==> config.mk <==
export PLATFORM = sky130hd
export DESIGN_NAME = wash_entry_flat
export DESIGN_NICKNAME = d
export VERILOG_FILES = /design/src/rtl/wash_entry_pkg.sv /design/src/rtl/wash_entry_if.sv /design/src/rtl/wash_entry_btn_edge.sv /design/src/rtl/wash_entry.sv /design/src/flat_wrapper.sv
export SDC_FILE = /design/constraint.sdc
export NUM_CORES = 1
export LEC_CHECK = 0
export ABC_CLOCK_PERIOD_IN_PS = 2600
export CAP_MARGIN = 5
export CORE_ASPECT_RATIO = 0.7
export CORE_MARGIN = 4
export CORE_UTILIZATION = 57
export CTS_CLUSTER_DIAMETER = 120
export CTS_CLUSTER_SIZE = 40
export DETAILED_ROUTE_END_ITERATION = 10
export MAX_ROUTING_LAYER = met4
export PLACE_DENSITY_LB_ADDON = 0.12
export SYNTH_ARGS = -nofsm -noshare
export SYNTH_HDL_FRONTEND = slang
export SYNTH_SLANG_ARGS = --single-unit
==> constraint.sdc <==
create_clock -name clk -period 2.6 [get_ports clk]
set_input_delay 0.78 -clock clk [delete_from_list [all_inputs] [get_ports clk]]
set_output_delay 0.78 -clock clk [all_outputs]
set_load 0.05 [all_outputs]
==> src/rtl/wash_entry_pkg.sv <==
// Shared definitions for the wash-entry panel: one-hot session phases and
// the BCD digit limit used by the balance counters.
package wash_pkg;

  typedef enum logic [2:0] {
    ST_ENTRY = 3'b001,
    ST_MODE  = 3'b010,
    ST_READY = 3'b100
  } state_t;

  localparam logic [3:0] BCD_MAX = 4'd9;

  function automatic logic [3:0] bcd_inc(input logic [3:0] d);
    return (d >= BCD_MAX) ? 4'd0 : d + 4'd1;
  endfunction

endpackage

==> src/rtl/wash_entry_if.sv <==
// Panel-side signal bundle of the wash-entry block: switches and raw buttons
// in, balance/mode/phase and event pulses out.
interface wash_entry_if #(
  parameter int DIGITS = 3,
  parameter int MODES  = 4
);
  localparam int MODE_W = $clog2(MODES);

  logic [DIGITS-1:0]   dig_sw;
  logic                sign_sw;
  logic                mode_bt;
  logic                ok_bt;
  logic [4*DIGITS-1:0] digits;
  logic                neg;
  logic [MODE_W-1:0]   mode;
  logic [2:0]          state;
  logic                start;
  logic                err;

  modport master (
    output dig_sw, sign_sw, mode_bt, ok_bt,
    input  digits, neg, mode, state, start, err
  );

  modport slave (
    input  dig_sw, sign_sw, mode_bt, ok_bt,
    output digits, neg, mode, state, start, err
  );

endinterface

==> src/rtl/wash_entry_btn_edge.sv <==
// Button conditioner: two-flop synchroniser followed by a rising-edge
// detector, giving one single-cycle pulse per press.
module btn_edge (
  input  logic clk,
  input  logic rst,
  input  logic raw,
  output logic pulse
);

  logic sync1;
  logic sync2;
  logic prev;

  always_ff @(posedge clk or negedge rst) begin
    if (!rst) begin
      sync1 <= 1'b0;
      sync2 <= 1'b0;
      prev  <= 1'b0;
    end else begin
      sync1 <= raw;
      sync2 <= sync1;
      prev  <= sync2;
    end
  end

  assign pulse = sync2 & ~prev;

endmodule

==> src/rtl/wash_entry.sv <==
// Wash-panel session controller: BCD balance entry, wash-mode selection and
// confirmation, driven by two conditioned buttons and a periodic tick.
module wash_entry
  import wash_pkg::*;
#(
  parameter int DIGITS        = 3,
  parameter int TICK_CYC      = 66000000,
  parameter int MODES         = 4,
  parameter int TIMEOUT_TICKS = 15
) (
  input logic         clk,
  input logic         rst,
  wash_entry_if.slave bus
);

  localparam int MODE_W = $clog2(MODES);
  localparam int TICK_W = $clog2(TICK_CYC);
  localparam int IDLE_W = $clog2(TIMEOUT_TICKS + 1);

  state_t              state_q;
  state_t              state_d;
  logic [TICK_W-1:0]   tick_cnt;
  logic [IDLE_W-1:0]   idle_cnt;
  logic [4*DIGITS-1:0] digits_q;
  logic [4*DIGITS-1:0] digits_d;
  logic                neg_q;
  logic                neg_d;
  logic [MODE_W-1:0]   mode_q;
  logic [MODE_W-1:0]   mode_d;
  logic                start_q;
  logic                start_d;
  logic                err_q;
  logic                err_d;
  logic                tick;
  logic                mode_p;
  logic                ok_p;
  logic                entry_ok;
  logic                timeout;
  logic                leave_entry;

  btn_edge u_mode_btn (.clk(clk), .rst(rst), .raw(bus.mode_bt), .pulse(mode_p));
  btn_edge u_ok_btn   (.clk(clk), .rst(rst), .raw(bus.ok_bt),   .pulse(ok_p));

  assign tick        = (tick_cnt == TICK_W'(TICK_CYC - 1));
  assign entry_ok    = (bus.dig_sw == '0) && !bus.sign_sw && !neg_q;
  assign leave_entry = (state_q == ST_ENTRY) && (state_d == ST_MODE);
  // A button pulse in the same cycle as the final idle tick keeps the session alive.
  assign timeout     = (state_q == ST_MODE) && tick && !mode_p && !ok_p &&
                       (idle_cnt == IDLE_W'(TIMEOUT_TICKS - 1));

  always_ff @(posedge clk or negedge rst) begin
    if (!rst) begin
      tick_cnt <= '0;
    end else if (leave_entry || tick) begin
      tick_cnt <= '0;
    end else begin
      tick_cnt <= tick_cnt + 1'b1;
    end
  end

  always_ff @(posedge clk or negedge rst) begin
    if (!rst) begin
      idle_cnt <= '0;
    end else if (state_q != ST_MODE || mode_p || ok_p) begin
      idle_cnt <= '0;
    end else if (tick) begin
      idle_cnt <= idle_cnt + 1'b1;
    end
  end

  always_ff @(posedge clk or negedge rst) begin
    if (!rst) begin
      state_q <= ST_ENTRY;
    end else begin
      state_q <= state_d;
    end
  end

  always_comb begin
    state_d = state_q;
    case (state_q)
      ST_ENTRY: if (ok_p && entry_ok) state_d = ST_MODE;
      ST_MODE: begin
        if (ok_p)         state_d = ST_READY;
        else if (timeout) state_d = ST_ENTRY;
      end
      ST_READY: if (ok_p) state_d = ST_ENTRY;
      default:  state_d = ST_ENTRY;
    endcase
  end

  // The ok action always wins over a coincident tick or mode press.
  always_comb begin
    digits_d = digits_q;
    neg_d    = neg_q;
    mode_d   = mode_q;
    start_d  = 1'b0;
    err_d    = 1'b0;
    case (state_q)
      ST_ENTRY: begin
        if (ok_p) begin
          if (!entry_ok) begin
            digits_d = '0;
            neg_d    = 1'b0;
            err_d    = 1'b1;
          end
        end else if (tick) begin
          for (int i = 0; i < DIGITS; i++) begin
            if (bus.dig_sw[i]) digits_d[4*i +: 4] = bcd_inc(digits_q[4*i +: 4]);
          end
          if (bus.sign_sw) neg_d = ~neg_q;
        end
      end
      ST_MODE: begin
        if (ok_p) begin
          start_d = 1'b1;
        end else if (timeout) begin
          digits_d = '0;
          neg_d    = 1'b0;
          mode_d   = '0;
        end else if (mode_p) begin
          mode_d = (mode_q == MODE_W'(MODES - 1)) ? '0 : mode_q + 1'b1;
        end
      end
      ST_READY: begin
        if (ok_p) begin
          digits_d = '0;
          neg_d    = 1'b0;
          mode_d   = '0;
        end
      end
      default: begin
        digits_d = '0;
        neg_d    = 1'b0;
        mode_d   = '0;
      end
    endcase
  end

  always_ff @(posedge clk or negedge rst) begin
    if (!rst) begin
      digits_q <= '0;
      neg_q    <= 1'b0;
      mode_q   <= '0;
      start_q  <= 1'b0;
      err_q    <= 1'b0;
    end else begin
      digits_q <= digits_d;
      neg_q    <= neg_d;
      mode_q   <= mode_d;
      start_q  <= start_d;
      err_q    <= err_d;
    end
  end

  assign bus.digits = digits_q;
  assign bus.neg    = neg_q;
  assign bus.mode   = mode_q;
  assign bus.state  = state_q;
  assign bus.start  = start_q;
  assign bus.err    = err_q;

endmodule

==> src/flat_wrapper.sv <==
// flat-port wrapper written by rule: the top's interface ports become plain ports
module wash_entry_flat import wash_pkg::*;
#(
  parameter int DIGITS        = 3,
  parameter int TICK_CYC      = 66000000,
  parameter int MODES         = 4,
  parameter int TIMEOUT_TICKS = 15
)
  (clk, rst, bus_dig_sw, bus_sign_sw, bus_mode_bt, bus_ok_bt, bus_digits, bus_neg, bus_mode, bus_state, bus_start, bus_err);
  wash_entry_if #(.DIGITS(DIGITS), .MODES(MODES)) bus_i ();
  input logic clk;
  input logic rst;
  input wire logic [$bits(bus_i.dig_sw)-1:0] bus_dig_sw;
  input wire logic [$bits(bus_i.sign_sw)-1:0] bus_sign_sw;
  input wire logic [$bits(bus_i.mode_bt)-1:0] bus_mode_bt;
  input wire logic [$bits(bus_i.ok_bt)-1:0] bus_ok_bt;
  output wire logic [$bits(bus_i.digits)-1:0] bus_digits;
  output wire logic [$bits(bus_i.neg)-1:0] bus_neg;
  output wire logic [$bits(bus_i.mode)-1:0] bus_mode;
  output wire logic [$bits(bus_i.state)-1:0] bus_state;
  output wire logic [$bits(bus_i.start)-1:0] bus_start;
  output wire logic [$bits(bus_i.err)-1:0] bus_err;
  assign bus_i.dig_sw = bus_dig_sw;
  assign bus_i.sign_sw = bus_sign_sw;
  assign bus_i.mode_bt = bus_mode_bt;
  assign bus_i.ok_bt = bus_ok_bt;
  assign bus_digits = bus_i.digits;
  assign bus_neg = bus_i.neg;
  assign bus_mode = bus_i.mode;
  assign bus_state = bus_i.state;
  assign bus_start = bus_i.start;
  assign bus_err = bus_i.err;
  wash_entry #(.DIGITS(DIGITS), .TICK_CYC(TICK_CYC), .MODES(MODES), .TIMEOUT_TICKS(TIMEOUT_TICKS)) u_core (.clk(clk), .rst(rst), .bus(bus_i));
endmodule
## Yosys cells after proc, flatten, opt, wreduce, memory -nomap -nowiden

Index checks and enable logic that the tools add are counted.
Widths: inputs -> output; s select.

- Register bits: 56
- Bits in latches: 0
- Memory bits (writable): 0
- ROM bits: 0
- Output and inout port bits: 20
- Memories: 0

- Add/subtract/negate cells: 6
- Multipliers: 0
- Divide/modulo/power cells: 0
- Magnitude comparators: 3
- Equal/unequal tests: 18
- Shift-type cells: 0
- Muxes and demuxes: 40
- Bitwise logic cells: 6
- Reductions and logical operators: 22

Operator list:

| kind | number |
|---|---|
| $mux 12 | 6 |
| $pmux 12 s3 | 1 |
| $mux 4 | 8 |
| $add 26x1->26 const B | 1 |
| $eq 26x26->1 const B | 1 |
| $mux 26 | 1 |
| $reduce_and 6->1 | 4 |
| $add 4x1->4 const B | 4 |
| $ne 3x2->1 const B | 5 |
| $ge 4x4->1 const B | 3 |
| $mux 1 | 12 |
| $mux 3 | 4 |
| $mux 2 | 5 |
| $pmux 3 s3 | 1 |
| $logic_and 1x1->1 | 8 |
| $eq 3x2->1 const B | 2 |
| $ne 3x1->1 const B | 2 |
| $pmux 2 s3 | 1 |
| $eq 4x4->1 const B | 1 |
| $logic_not 1->1 | 4 |
| $ne 2x1->1 const B | 2 |
| $not 1->1 | 4 |
| $reduce_and 4->1 | 1 |
| $eq 3x1->1 const B | 1 |
| other kinds (10) | 13 |

## Depth between registers and ports, before layout

- Depth in word-level cells: 13
- Mapped depth: 8
- Depth with buffers taken out: 8

## Modules after synthesis

A second synthesis with hierarchy kept.

- Cells, all modules: 305
- Area, all modules: 2,967.8 um2

By module, submodules not included:

| module | times used | cells each | area each (um2) | sequential area each (um2) |
|---|---|---|---|---|
| wash_entry | 1 | 297 | 2,790.2 | 1,252.5 |
| btn_edge | 2 | 4 | 88.8 | 75.1 |

## Worst setup path before layout

OpenSTA, ideal clock, no wires.

- Kind: register to register
- Start: register u_core.state_q[1] (netlist: u_core.bus.state[1])
- End: register u_core.digits_q[6] (netlist: u_core.bus.digits[6])
- Setup time: 67 ps
- Arrival time: 2,601 ps
- Path slack: -68 ps
- Cell stages (with the launch flop): 7
- Buffers on the path: 0
- Cells stage by stage: dfrtp_1 or3b_4 or4_4 nor3_4 a211oi_2 or4b_1 nand2_1

- Longest elaborated chain between the ends: 7

RTL lines:

| item | line | text |
|---|---|---|
| start: declaration | wash_entry.sv:20 | `state_t state_q;` |
| start signal: assignment | wash_entry.sv:75 | `state_q <= state_d;` |
| $eq 3x2->1 | wash_entry.sv:48, wash_entry.sv:99 |  |
| $logic_and 1x1->1 (4 in a row) | wash_entry.sv:48 | `assign timeout = (state_q == ST_MODE) && tick && !mode_p && !ok_p &&` |
| $ne 2x1->1 (no line) | n/a |  |
| $reduce_and 6->1 (no line) | n/a |  |
| end signal: assignment | wash_entry.sv:148 | `digits_q <= digits_d;` |
| end: declaration | wash_entry.sv:24 | `logic [4*DIGITS-1:0] digits_q;` |

Several ways; a longest one is shown, not always the timed one.
A chain may end at the register's enable or synchronous reset.

## Worst setup path in the final report

- Start: register u_core.tick_cnt[7]
- End: register u_core.digits_q[2] (netlist: u_core.bus.digits[2])

- Longest elaborated chain between the ends: 7

RTL lines:

| item | line | text |
|---|---|---|
| start: declaration | wash_entry.sv:22 | `logic [TICK_W-1:0] tick_cnt;` |
| start signal: assignment | wash_entry.sv:57 | `tick_cnt <= tick_cnt + 1'b1;` |
| $eq 26x26->1 (*) | wash_entry.sv:44 | `assign tick = (tick_cnt == TICK_W'(TICK_CYC - 1));` |
| $logic_and 1x1->1 (4 in a row) | wash_entry.sv:48 |  |
| $ne 2x1->1 (no line) | n/a |  |
| $reduce_and 6->1 (no line) (*) | n/a |  |

Every way passes the cells marked *; elsewhere a longest branch is shown, timed or not.

==> results.json <==
{
  "status": "complete, no violations",
  "n_fill_cell": 362,
  "switching_share": 0.3803,
  "syn_nets": 313,
  "synth-edff-count": 0,
  "start_util": 0.5939,
  "max_stage_delay_ns": 0.50,
  "die_y_um": 67.39,
  "grt_pass1_wl_um": 10290,
  "synth_cells": 292,
  "cts_num_sinks": 56,
  "clk_pin_slew_worst_paths_ns": 0.09,
  "antenna-diode-count": 0,
  "tightest_slew_ns": 0.6179,
  "timing.hold.ws_ns": 0.3557,
  "synth_top_area_frac": 0.4793,
  "vias": 2291,
  "critPathKind": "register to register",
  "hold_viol_final": 0,
  "ctsHoldBuffers": 0,
  "dp_hpwl_um": 4416,
  "irDropWorstVdd_mv": 0.5794,
  "hold_class": "register to register",
  "antenna_found_initial": 0,
  "synth.distinct_cells": 48,
  "period_share": 0.9631,
  "use_met1": 0.3209,
  "cts_tree": "done",
  "finalCriticalPeriod_ns": 2.504,
  "grt_max_degree": 41,
  "cp-end-kind": "register",
  "cellLeakagePower_nw": 1.577,
  "arrival_ns": 2.75,
  "fin_util": 0.7399,
  "grt_pass1_vias": 2169,
  "core_mm2": 0.004835,
  "power_switching_mw": 1.071,
  "combPwrFrac": 0.328,
  "vias_per_cell": 5.494,
  "io_buffers": 27,
  "required_ns": 2.85,
  "gr-usage-met3": 0.03675,
  "setup_viol": 0,
  "dr.pass1.iters": 4,
  "ys_async_sr_fraction": 1.000,
  "die_x_um": 92.84,
  "ys_ff_latch": 56,
  "ys_seq_area_frac": 0.4885,
  "slew_viol_final": 0,
  "met2_usage": 0.3139,
  "clk_latency_ns": 0.31,
  "grt_overflow_total": 0,
  "critPathLaunchType": "register",
  "fmax_ghz": 0.3994,
  "synth_area_leaders": "dfrtp_1, ha_1, nor2_1, xor2_1, nand2_1",
  "routedWlPerCell_um": 14.76,
  "grt_usage": 0.2189,
  "seq_power_share": 0.474,
  "cts_buffers": 5,
  "place_congestion": 0.8129,
  "synth_commonest_cells": "dfrtp_1, nor2_1, nand2_1",
  "ys.flop_type": "dfrtp_1",
  "power.density_mw_per_mm2": 787.2,
  "synth_area_per_cell_um2": 9.834,
  "io_pins": 28,
  "crit_chain": "nor4bb_2 -> nand3_1 -> a2111oi_4 -> a211oi_2 -> buf_4 -> or4b_1 -> nand2_1",
  "drtIter0Drc": 119,
  "critPathSlowestCell": "a2111oi_4",
  "drive_gt1_frac": 0.1494,
  "max_slew_margin": 0.5849,
  "cts.path.max_buffers": 2,
  "worst_clock_skew_ns": 0.004782,
  "fin_nets": 368,
  "yosys.area.top_type": "dfrtp_1",
  "synth_most_common_cell": "dfrtp_1",
  "clock-root-buffer": "clkbuf_8",
  "finalSetupTns_ns": 0,
  "yosys_warnings": 0,
  "synthToLayoutAreaGrowth_pct": 24.58,
  "ant_nets": 0,
  "row_count": 21,
  "cts_max_level": 2,
  "grt-busiest-layer": "met1",
  "drv_cap": 0,
  "clockPowerShare": 0.199,
  "p_int_mw": 1.745,
  "wl_um": 6155,
  "syn_area_mm2": 0.002872,
  "drc": 0,
  "dieArea_mm2": 0.006256,
  "crit_fanout": 7
}
-- power by group through the flow --
| stage | Sequential, mW | Clock [mW] | Combinational (mW) |
|---|---|---|---|
| 2_1_floorplan | 1.53 | 0 | 0.391 |
| 3_3_place_gp | 1.33 | 0 | 0.891 |
| 3_5_place_dp | 1.34 | 0 | 0.916 |
| 4_1_cts | 1.33 | 0.572 | 0.922 |
| 5_1_grt | 1.37 | 0.608 | 1.02 |
| 6_report | 1.33 | 0.560 | 0.922 |
-- cell type report --
class / instances / area, um2 / area share
multi-input combinational: 217 / 1434 / 0.4008
sequential: 56 / 1405 / 0.3928
timing repair buffer: 52 / 488.0 / 0.1364
tap: 69 / 86.33 / 0.02413
clock buffer: 6 / 72.57 / 0.02029
inverter: 15 / 56.30 / 0.01574
clock inverter: 2 / 35.03 / 0.009794
-- routing by layer --
layer | up-vias | share of wire
li1 | 1125 | -
met1 | 1103 | 0.52
met2 | 51 | 0.42
met3 | 12 | 0.049
met4 | 0 | 0.014
met5 | - | 0
-- registers in the layout, summed over array words and instances (netlist names), 2 cells and up --
signal             cells
u_core.bus.mode        2
u_core.bus.state       3
u_core.tick_cnt       26
u_core.bus.digits     12
u_core.idle_cnt        4
-- cell usage in the layout, fill, tap and decap left out, types with 6 or more instances in the layout --
master,instances
dfrtp_1,53
nor2_1,43
nand2_1,33
buf_4,23
clkdlybuf4s50_1,22
xor2_1,16
inv_1,15
ha_1,13
nand3_1,10
xnor2_1,9
o21ai_0,8
nor3_1,7
nand4_1,7
or3_1,6
a21oi_1,6
-- critical path: cells and delay by family, from the launching register on --
kind / cells / cell delay (ns)
AND/OR/NAND/NOR: 4 / 1.20
AO/OA/AOI/OAI: 2 / 0.63
buffers and inverters: 1 / 0.17
flip-flops: 1 / 0.44
-- cell families (layout without fill, tap and decap cells) --
logic type               after synthesis  count (layout)  synth area share
AND/OR/NAND/NOR                      142             142            0.2614
flip-flops                            56              56            0.4885
AO/OA/AOI/OAI                         36              36           0.08846
XOR/XNOR                              25              25           0.07625
buffers and inverters                 19              75           0.02483
adder cells (fa/ha/maj)               13              13           0.05665
multiplexers                           1               1          0.003921
-- final timing paths --
check / depth (start not counted) / start / slack (ns) / end
min in group asynchronous: 1 / rst / 0.38 / u_core.tick_cnt[22]$_DFF_PN0_
max in group asynchronous: 2 / rst / 1.62 / u_core.bus.state[0]$_DFF_PN1_
min: 0 / u_core.u_mode_btn.sync1$_DFF_PN0_ / 0.36 / u_core.u_mode_btn.sync2$_DFF_PN0_
min reg2reg: 0 / u_core.u_mode_btn.sync1$_DFF_PN0_ / 0.36 / u_core.u_mode_btn.sync2$_DFF_PN0_
max reg2reg: 7 / u_core.tick_cnt[7]$_DFF_PN0_ / 0.1 / u_core.bus.digits[2]$_DFFE_PN0P_
max: 7 / u_core.tick_cnt[7]$_DFF_PN0_ / 0.1 / u_core.bus.digits[2]$_DFFE_PN0P_
-- per-stage QoR --
step	setup WS (ns)	power [mW]	std cells	instance area (um2)
after floorplan	0.03737	1.920	292	2883
after global placement	-0.4780	2.223	407	3417
after detailed placement	-0.5321	2.257	407	3417
after CTS	-0.02330	2.821	416	3536
after global routing	-0.04214	2.995	417	3577
final	0.09605	2.816	417	3577
-- timing repair --
| item | 4_1_cts | 5_1_grt |
|---|---|---|
| pin swaps | 4 | 5 |
| gates resized for setup | 1 | 7 |
| setup endpoints to repair | 12 | 13 |
| buffers inserted | 1 | 2 |
| endpoints found under the hold margin | 0 | 0 |
Power figures use the tool's default switching activity.
